**src/rtl/tanh_pkg.sv**
```systemverilog
// Shared definitions for the tanh pipeline and its lane unpacker:
// sample width, Q5.11 constants, result-pair layout, serializer states.
package tanh_pkg;

  localparam int unsigned DATA_W = 16;

  // Q5.11: 11 fractional bits, so 1.0 is 2^11.
  localparam logic signed [DATA_W-1:0] ONE     = 16'sd2048;
  localparam logic signed [DATA_W-1:0] NEG_ONE = -16'sd2048;

  typedef struct packed {
    logic [DATA_W-1:0] y1;
    logic [DATA_W-1:0] y0;
  } tanh_pair_t;

  typedef enum logic {
    LANE0 = 1'b0,
    LANE1 = 1'b1
  } ser_state_e;

endpackage

```
**src/rtl/tanh_pair_fifo.sv**
```systemverilog
// Pair FIFO for the lane unpacker: storage, wrapping pointers, occupancy.
// A push while full is accepted only when a pop happens in the same cycle;
// otherwise it is reported on 'dropped' and the pair is discarded.
module tanh_pair_fifo #(
  parameter int unsigned W     = 32,
  parameter int unsigned DEPTH = 8,
  parameter int unsigned CNT_W = $clog2(DEPTH) + 1
) (
  input  logic             clk,
  input  logic             rst_n,
  input  logic             push,
  input  logic             pop,
  input  logic [W-1:0]     wdata,
  output logic [W-1:0]     rdata,
  output logic [CNT_W-1:0] occ,
  output logic             empty,
  output logic             dropped
);

  localparam int unsigned AW = (DEPTH > 1) ? $clog2(DEPTH) : 1;

  logic [W-1:0]     mem_q [DEPTH];
  logic [W-1:0]     mem_d [DEPTH];
  logic [AW-1:0]    wr_ptr_q, wr_ptr_d;
  logic [AW-1:0]    rd_ptr_q, rd_ptr_d;
  logic [CNT_W-1:0] occ_q, occ_d;
  logic             full;
  logic             push_ok;
  logic             pop_ok;

  // Accept/drop decisions and next pointer/occupancy values.
  always_comb begin
    empty   = (occ_q == '0);
    full    = (occ_q == CNT_W'(DEPTH));
    pop_ok  = pop && !empty;
    push_ok = push && (!full || pop_ok);
    dropped = push && !push_ok;

    wr_ptr_d = push_ok ? wr_ptr_q + AW'(1) : wr_ptr_q;
    rd_ptr_d = pop_ok  ? rd_ptr_q + AW'(1) : rd_ptr_q;

    occ_d = occ_q;
    case ({push_ok, pop_ok})
      2'b10:   occ_d = occ_q + CNT_W'(1);
      2'b01:   occ_d = occ_q - CNT_W'(1);
      default: occ_d = occ_q;
    endcase

    mem_d = mem_q;
    if (push_ok) mem_d[wr_ptr_q] = wdata;
  end

  // Pointer and occupancy registers.
  always_ff @(posedge clk) begin
    if (!rst_n) begin
      wr_ptr_q <= '0;
      rd_ptr_q <= '0;
      occ_q    <= '0;
    end else begin
      wr_ptr_q <= wr_ptr_d;
      rd_ptr_q <= rd_ptr_d;
      occ_q    <= occ_d;
    end
  end

  // Storage is left uninitialised; readers gate it with 'empty'.
  always_ff @(posedge clk) begin
    mem_q <= mem_d;
  end

  assign rdata = mem_q[rd_ptr_q];
  assign occ   = occ_q;

endmodule

```
**src/rtl/tanh_lane_unpacker.sv**
```systemverilog
// Serializes 2-lane tanh result pairs onto a single-lane valid/ready
// stream (lane 0 first) and issues credits to the upstream feeder.
// Optional macro TANH_UNPACK_OVF_CNT_EN adds an 8-bit saturating ovf_cnt
// output counting dropped pairs plus credit violations.
module tanh_lane_unpacker #(
  parameter int unsigned DATA_W = tanh_pkg::DATA_W,
  parameter int unsigned DEPTH  = 8,
  parameter int unsigned CNT_W  = $clog2(DEPTH) + 1
) (
  input  logic              clk,
  input  logic              rst_n,
  input  logic              issue_in,
  input  logic [DATA_W-1:0] y0_in,
  input  logic [DATA_W-1:0] y1_in,
  input  logic              pair_valid_in,
  output logic              credit_ok,
  output logic [DATA_W-1:0] m_data,
  output logic              m_lane,
  output logic              m_valid,
  input  logic              m_ready,
  output logic [CNT_W-1:0]  fifo_count,
  output logic              ovf_flag,
`ifdef TANH_UNPACK_OVF_CNT_EN
  output logic [7:0]        ovf_cnt,
`endif
  input  logic              clear_ovf
);

  import tanh_pkg::ser_state_e;
  import tanh_pkg::LANE0;
  import tanh_pkg::LANE1;

  ser_state_e         state_q, state_d;
  logic [CNT_W-1:0]   infl_q, infl_d;
  logic               ovf_q, ovf_d;
  logic [CNT_W-1:0]   occ;
  logic [CNT_W:0]     occ_sum;
  logic [2*DATA_W-1:0] head;
  logic               empty;
  logic               dropped;
  logic               pop;
  logic               violation;

  tanh_pair_fifo #(
    .W     (2 * DATA_W),
    .DEPTH (DEPTH),
    .CNT_W (CNT_W)
  ) u_fifo (
    .clk     (clk),
    .rst_n   (rst_n),
    .push    (pair_valid_in),
    .pop     (pop),
    .wdata   ({y1_in, y0_in}),
    .rdata   (head),
    .occ     (occ),
    .empty   (empty),
    .dropped (dropped)
  );

  // Credit from registered occupancy and in-flight count only.
  always_comb begin
    occ_sum   = {1'b0, occ} + {1'b0, infl_q};
    credit_ok = (occ_sum < (CNT_W + 1)'(DEPTH));
    violation = issue_in && !credit_ok;
  end

  // In-flight tracking: issue adds, returning pair removes, saturating.
  always_comb begin
    infl_d = infl_q;
    if (issue_in && !pair_valid_in && (infl_q != CNT_W'(DEPTH)))
      infl_d = infl_q + CNT_W'(1);
    else if (!issue_in && pair_valid_in && (infl_q != '0))
      infl_d = infl_q - CNT_W'(1);
  end

  // Sticky error flag; a new error wins over a same-cycle clear.
  always_comb begin
    ovf_d = ovf_q;
    if (dropped || violation) ovf_d = 1'b1;
    else if (clear_ovf)       ovf_d = 1'b0;
  end

  // Serializer state, in-flight counter and flag registers.
  always_ff @(posedge clk) begin
    if (!rst_n) begin
      state_q <= LANE0;
      infl_q  <= '0;
      ovf_q   <= 1'b0;
    end else begin
      state_q <= state_d;
      infl_q  <= infl_d;
      ovf_q   <= ovf_d;
    end
  end

  // Serializer next state: lane 0 beat moves to lane 1, lane 1 beat pops.
  always_comb begin
    state_d = state_q;
    if (m_valid && m_ready) begin
      case (state_q)
        LANE0:   state_d = LANE1;
        LANE1:   state_d = LANE0;
        default: state_d = LANE0;
      endcase
    end
  end

  // Serializer outputs; data forced to zero while the FIFO is empty.
  always_comb begin
    m_valid = !empty;
    m_lane  = (state_q == LANE1);
    m_data  = '0;
    if (!empty) m_data = (state_q == LANE1) ? head[2*DATA_W-1:DATA_W] : head[DATA_W-1:0];
    pop     = (state_q == LANE1) && m_valid && m_ready;
  end

  assign fifo_count = occ;
  assign ovf_flag   = ovf_q;

`ifdef TANH_UNPACK_OVF_CNT_EN
  logic [7:0] ovf_cnt_q, ovf_cnt_d;
  logic [8:0] cnt_sum;

  // Saturating error count; both error kinds can land in one cycle.
  always_comb begin
    cnt_sum   = {1'b0, (clear_ovf ? 8'd0 : ovf_cnt_q)} + {8'd0, dropped} + {8'd0, violation};
    ovf_cnt_d = cnt_sum[8] ? 8'hFF : cnt_sum[7:0];
  end

  // Error count register.
  always_ff @(posedge clk) begin
    if (!rst_n) ovf_cnt_q <= '0;
    else        ovf_cnt_q <= ovf_cnt_d;
  end

  assign ovf_cnt = ovf_cnt_q;
`endif

endmodule

```
**config.mk**
```make
export PLATFORM = sky130hd
export DESIGN_NAME = tanh_lane_unpacker
export DESIGN_NICKNAME = d
export VERILOG_FILES = /design/src/rtl/tanh_pkg.sv /design/src/rtl/tanh_pair_fifo.sv /design/src/rtl/tanh_lane_unpacker.sv
export SDC_FILE = /design/constraint.sdc
export NUM_CORES = 1
export LEC_CHECK = 0
export BUFFER_PORTS_ARGS = -buffer_cell sky130_fd_sc_hd__buf_4
export CAP_MARGIN = 30
export CORE_MARGIN = 1
export CORE_UTILIZATION = 55
export CTS_CLUSTER_DIAMETER = 50
export DETAILED_ROUTE_END_ITERATION = 10
export PLACE_DENSITY = 0.73
export SLEW_MARGIN = 20
export SYNTH_ARGS = -nofsm -noshare
export SYNTH_HDL_FRONTEND = slang
export SYNTH_SLANG_ARGS = --single-unit
```
**constraint.sdc**
```tcl
create_clock -name clk -period 6.8 [get_ports clk]
set_input_delay 1.02 -clock clk [delete_from_list [all_inputs] [get_ports clk]]
set_output_delay 1.02 -clock clk [all_outputs]
set_load 0.005 [all_outputs]
```
Yosys cells after proc, flatten, opt, wreduce, memory -nomap -nowiden
Cells that the tools add are included.

word-level totals
  bits in registers = 272
  input port bits = 38
  output and inout bits = 24
  logic and storage cells = 71

cells by class
  add/subtract/negate cells = 7
  $lt $le $gt $ge = 4
  equal/unequal tests = 4
  mux-type cells = 14
  bitwise operators = 3
  reduce and logical (&&, ||, !) cells = 25

operator list
  operator               count
  $bwmux W256            1
  $bmux W32 S3           1
  $demux W32 S3          1
  $mux W32               3
  $mux W16               2
  $logic_and A1 B1 Y1    12
  $add A4 B1 Y4 const B  2
  $ge A4 B4 Y1 const B   2
  $mux W4                2
  $not A3 Y4             2
  $pmux W4 S2            1
  $sub A4 B1 Y4 const B  2
  $add A3 B1 Y3 const B  2
  $logic_not A1 Y1       6
  $reduce_bool A2 Y1     3
  $add A4 B4 Y5          1
  $lt A5 B4 Y1 const B   1
  $eq A4 B4 Y1 const B   1
  $logic_not A4 Y1       1
  $lt A4 B1 Y1 const B   1
  $ne A4 B4 Y1 const B   1
  $reduce_bool A4 Y1     1
  $eq A2 B1 Y1 const B   1
  $eq A2 B2 Y1 const B   1
  4 further kinds        6

Longest topological paths before layout
  word-level depth = 11
  gate-level depth with buffers = 11
  depth with buffers taken out = 11

By module
From an unflattened synthesis, not the netlist that was laid out.

unflattened totals
  cells, all modules = 591
  area total of the unflattened synthesis = 10903.0 um^2

modules (own cells, without submodules)
  module              instances  cells each  area an instance (um^2)  seq. area each (um^2)
  tanh_pair_fifo      1          509         10222.3                  7887.6
  tanh_lane_unpacker  1          82          680.7                    120.1

Worst setup path after synthesis
OpenSTA, ideal clock, no wires.

  path type = input-to-reg
  start point = input port m_ready
  end point = register u_fifo.mem_q[224] (netlist name), enable pin
  library setup time = 0.501 ns
  data arrival time = 4.575 ns
  data required time = 6.299 ns
  slack = 1.724 ns
  cell stages on the path = 4
  path buffers = 0
  cells stage by stage = nand2_1 > a31oi_2 > inv_2 > nor4_1

on the way
  cells in the longest elaborated chain, start to end = 4

RTL lines
  what                    RTL line                   RTL
  start: declaration      tanh_lane_unpacker.sv:20   input logic m_ready,
  $logic_and A1 B1 Y1     tanh_lane_unpacker.sv:114  pop = (state_q == LANE1) && m_valid && m_ready;
  $logic_and A1 B1 Y1     tanh_pair_fifo.sv:35       pop_ok = pop && !empty;
  $logic_or A1 B1 Y1      tanh_pair_fifo.sv:36       push_ok = push && (!full || pop_ok);
  $logic_and A1 B1 Y1     tanh_pair_fifo.sv:36
  end signal: assignment  tanh_pair_fifo.sv:68       mem_q <= mem_d;
  end: declaration        tanh_pair_fifo.sv:22       logic [W-1:0] mem_q [DEPTH];

Every way passes these cells.
A chain may end at the register's enable or synchronous reset.

Worst setup path after layout
  start point = register u_fifo.rd_ptr_q[0]
  end point = output port m_data[6]

on the way
  cells in the longest elaborated chain, start to end = 6

RTL lines
  what                                         RTL line                   RTL
  start: declaration                           tanh_pair_fifo.sv:25       logic [AW-1:0] rd_ptr_q, rd_ptr_d;
  start signal: assignment                     tanh_pair_fifo.sv:61       rd_ptr_q <= rd_ptr_d;
  $not A3 Y4 (not written as such)             tanh_pair_fifo.sv:71       assign rdata = mem_q[rd_ptr_q];
  $bmux W32 S3                                 tanh_pair_fifo.sv:71
  $mux W32 (not written as such) (2 in a row)  tanh_pair_fifo.sv:71
  $mux W16 (2 in a row)                        tanh_lane_unpacker.sv:113  if (!empty) m_data = (state_q == LANE1) ? head[2*DATA_W-1:DATA_W] : head[DATA_W-1:0];
  end: declaration                             tanh_lane_unpacker.sv:17   output logic [DATA_W-1:0] m_data,

Every way passes these cells. The select of a mux whose other input is x is not followed.

==> summary.txt <==
Status
  – Outcome: complete, no violations

Clock network
  – Num CTS Buffers: 28
  – CTS hold repair buffers: 0
  – CTS sink cnt: approximately 270
  – Worst skew pair latency: about 0.53 ns
  – Clock Tree Root: clkbuf_16
  – # resized after CTS: 0
  – CTS clk-pin slew, worst paths: 0.06 ns
  – Max Root-Sink Buffers: 3
  – CTS tree: built
  – Setup bufs post-CTS: 0
  – CTS H-Tree Depth: 1

Setup path
  – Critical path class: flop to output port
  – CP Launch Type: flop
  – Worst EP required: roughly 5.8 ns
  – Reg-to-Reg Start: u_fifo.occ[1]
  – Element type at the critical path end: output port
  – Reg-to-reg slack, setup: 4.18 ns
  – Crit path max fanout: 43
  – Length in cells of the worst reg-to-reg path: 10
  – Reg2reg end: u_fifo.occ[2]
  – Critical path data arrival time: roughly 3.2 ns

STA
  – Worst hold slack: 0.559 ns
  – Unrepaired setup endpoints after global routing: no
  – Max Fclk: 239 MHz
  – Setup violations, final: 0
  – Count of final hold-check violations: 0
  – Worst slew pin tran: 0.892 ns
  – Final max-slew violation count: 0
  – Setup TNS: 0 ns
  – Final period utilization: 61.6%
  – Clock skew: 0.0115 ns
  – Min cycle time layout: approximately 4.2 ns
  – Rel. slew slack: 40.5%

Yosys
  – Mux cell area share after synthesis: 16.8%
  – EDFF count, synth: about 260
  – Synth Area in XOR/XNOR: 0.974%
  – Syn Area/Cell: 21.4 µm²
  – Largest family of logic cells by synthesized area: multiplexers
  – Synth Cell Area: 10800 µm²
  – Most area-hungry cell type in the Yosys netlist: edfxtp_1
  – Syn nets: 552
  – Post-synthesis sequential area ratio: ~74%
  – Yosys reg bits: 272
  – Ys Warns: 0
  – Synth top area share: 71.3%
  – Syn Inst Count: around 500
  – Simple-Gate Fraction of Synth Area: 2.52%
  – Synth Area in Compound Gates: around 2.3%
  – Yosys cell types: 45
  – Synth area leaders: edfxtp_1 (71%), mux4_2 (13%), mux2i_1 (3.3%), dfxtp_1 (3.0%), ha_1 (1.2%)
  – Top_reg_cell synth: edfxtp_1
  – Post-Synth Adder-Cell Area: 1.35%
  – Post-synthesis async set-or-reset flop share: 0%

Cells and area
  – Commonest non-fill, non-tap cell in the layout: edfxtp_1
  – Area Overhead vs Synth: 15.1%
  – Final core utilization: 65.5%
  – Layout Cells excl Fill: 863
  – Share of cells above drive strength 1: 31.8%
  – Diodes inserted: 0
  – Commonest cells after routing, fill and taps aside: edfxtp_1 (256), buf_4 (72), mux4_2 (61)
  – Final #Nets: 631

Pwr
  – Pleak: around 4.0 nW
  – Peak VDD IR: 0.240 mV
  – Pwr Density: 298 nW/µm²

Worst hold path
  – Hold WC Path Type: flop to flop
  – Hold endpoint: infl_q[3]
  – Worst hold stages: 2
  – Min-Delay Startpoint: infl_q[3]

Global route
  – Antenna violations before repair: 1
  – Largest net degree at the start of global routing: 51
  – First-pass GRT wire length: 31400 µm
  – Total GRT Usage: between 20% and 30%
  – Vias in the first global route: around 5400
  – Global route total overflow: 0

Floorplan
  – Starting Density: about 57%
  – Die area: around 20000 µm²
  – Die Width: around 140 µm
  – # IOs: 62
  – Chip height: 142 µm
  – # rows: 50
  – CORE AREA: approximately 19000 µm²

Placed design
  – Cell total after placement: roughly 810
  – Post-DP HPWL: 11600 µm
  – GPL Wtd Cong: about 0.7
  – Port Buf Inserts: 61

Route
  – Vias: 5112
  – Antenna viol nets, final: 0
  – Per-cell routed wire length: 23.8 µm
  – Starting DRT DRC Count: 370
  – Routed wire length: slightly above 20000 µm
  – First-pass DRT Iterations: 4
  – Remaining DRCs: 0
  – Vias/cell: 5.92

Job
  – Max cap viols: 0
[where the power goes]
part	internal (W)	leakage (nW)	total, W	switching (W)
Sequential	0.00189	2.46	0.00193	0.0000393
Clock	0.000857	0.433	0.00145	0.000596
Combinational	0.000155	1.11	0.000318	0.000163
[layout make-up]
type / instances / area, µm²
inverters: 5 / 18.8
fillers: 1240 / 6540
clock inverters: 15 / 138
multi-input cells: 203 / 2630
repair buffers: 72 / 541
well taps: 260 / 325
clock buffers: 36 / 752
flip-flops and latches: 272 / 8010
[layer usage]
metal  vias up  wire, µm  track usage, %
met5         -        15               0
met2       173     10200            36.1
li1       2243         -               -
met1      2658      8270            28.1
met4         2       409            5.55
met3        36      1570            5.55
[through the flow]
step                instance area, µm²  setup WS, ns  total power, W
floorplan                        10800          1.72         0.00214
global placement                 11500          3.10         0.00227
detailed placement               11500          3.07         0.00228
CTS                              12400          2.50         0.00373
global route                     12400          2.37         0.00382
finish                           12400          2.61         0.00370
[sequential cells by signal (all words and copies together), names as in the netlist]
| name | cells |
|---|---|
| infl_q | 4 |
| m_lane | 1 |
| ovf_flag | 1 |
| u_fifo.mem_q | 256 |
| u_fifo.occ | 4 |
| u_fifo.rd_ptr_q | 3 |
| u_fifo.wr_ptr_q | 3 |
[critical path, stage by stage (launching register included)]
cell,delay (ns)
dfxtp_4,0.89
buf_4,0.55
mux4_2,0.57
mux2i_1,0.25
o22ai_1,0.16
buf_4,0.20
[cell families (layout without fill, tap and decap cells)]
| kind of cell | count (synthesis) | after routing |
|---|---|---|
| mux | 100 | 100 |
| fa+ha+maj | 11 | 11 |
| buf+inv | 28 | 128 |
| xor+xnor | 12 | 12 |
| simple gates | 48 | 48 |
| compound gates | 32 | 32 |
| flops | 272 | 272 |
[how the worst max path moves through the flow]
stage / slack, ns / to / cells past startpoint / start
after floorplan: 1.72 / u_fifo.mem_q[224] / 4 / m_ready
after global placement: 3.10 / m_data[6] / 5 / u_fifo.rd_ptr_q[0]
after detailed placement: 3.07 / m_data[6] / 5 / u_fifo.rd_ptr_q[0]
after CTS: 2.50 / m_data[6] / 5 / u_fifo.rd_ptr_q[0]
after global routing: 2.37 / m_data[6] / 5 / u_fifo.rd_ptr_q[0]
final: 2.61 / m_data[6] / 5 / u_fifo.rd_ptr_q[0]
[synthesized netlist by cell type (all sizes together) (6+ instances only)]
library cell,number
nand2b,7
mux4,64
nand2,12
ha,10
and2,8
o22ai,16
xnor2,7
nor3,6
mux2i,36
dfxtp,16
buf,18
edfxtp,256
Power figures use the tool's default switching activity.
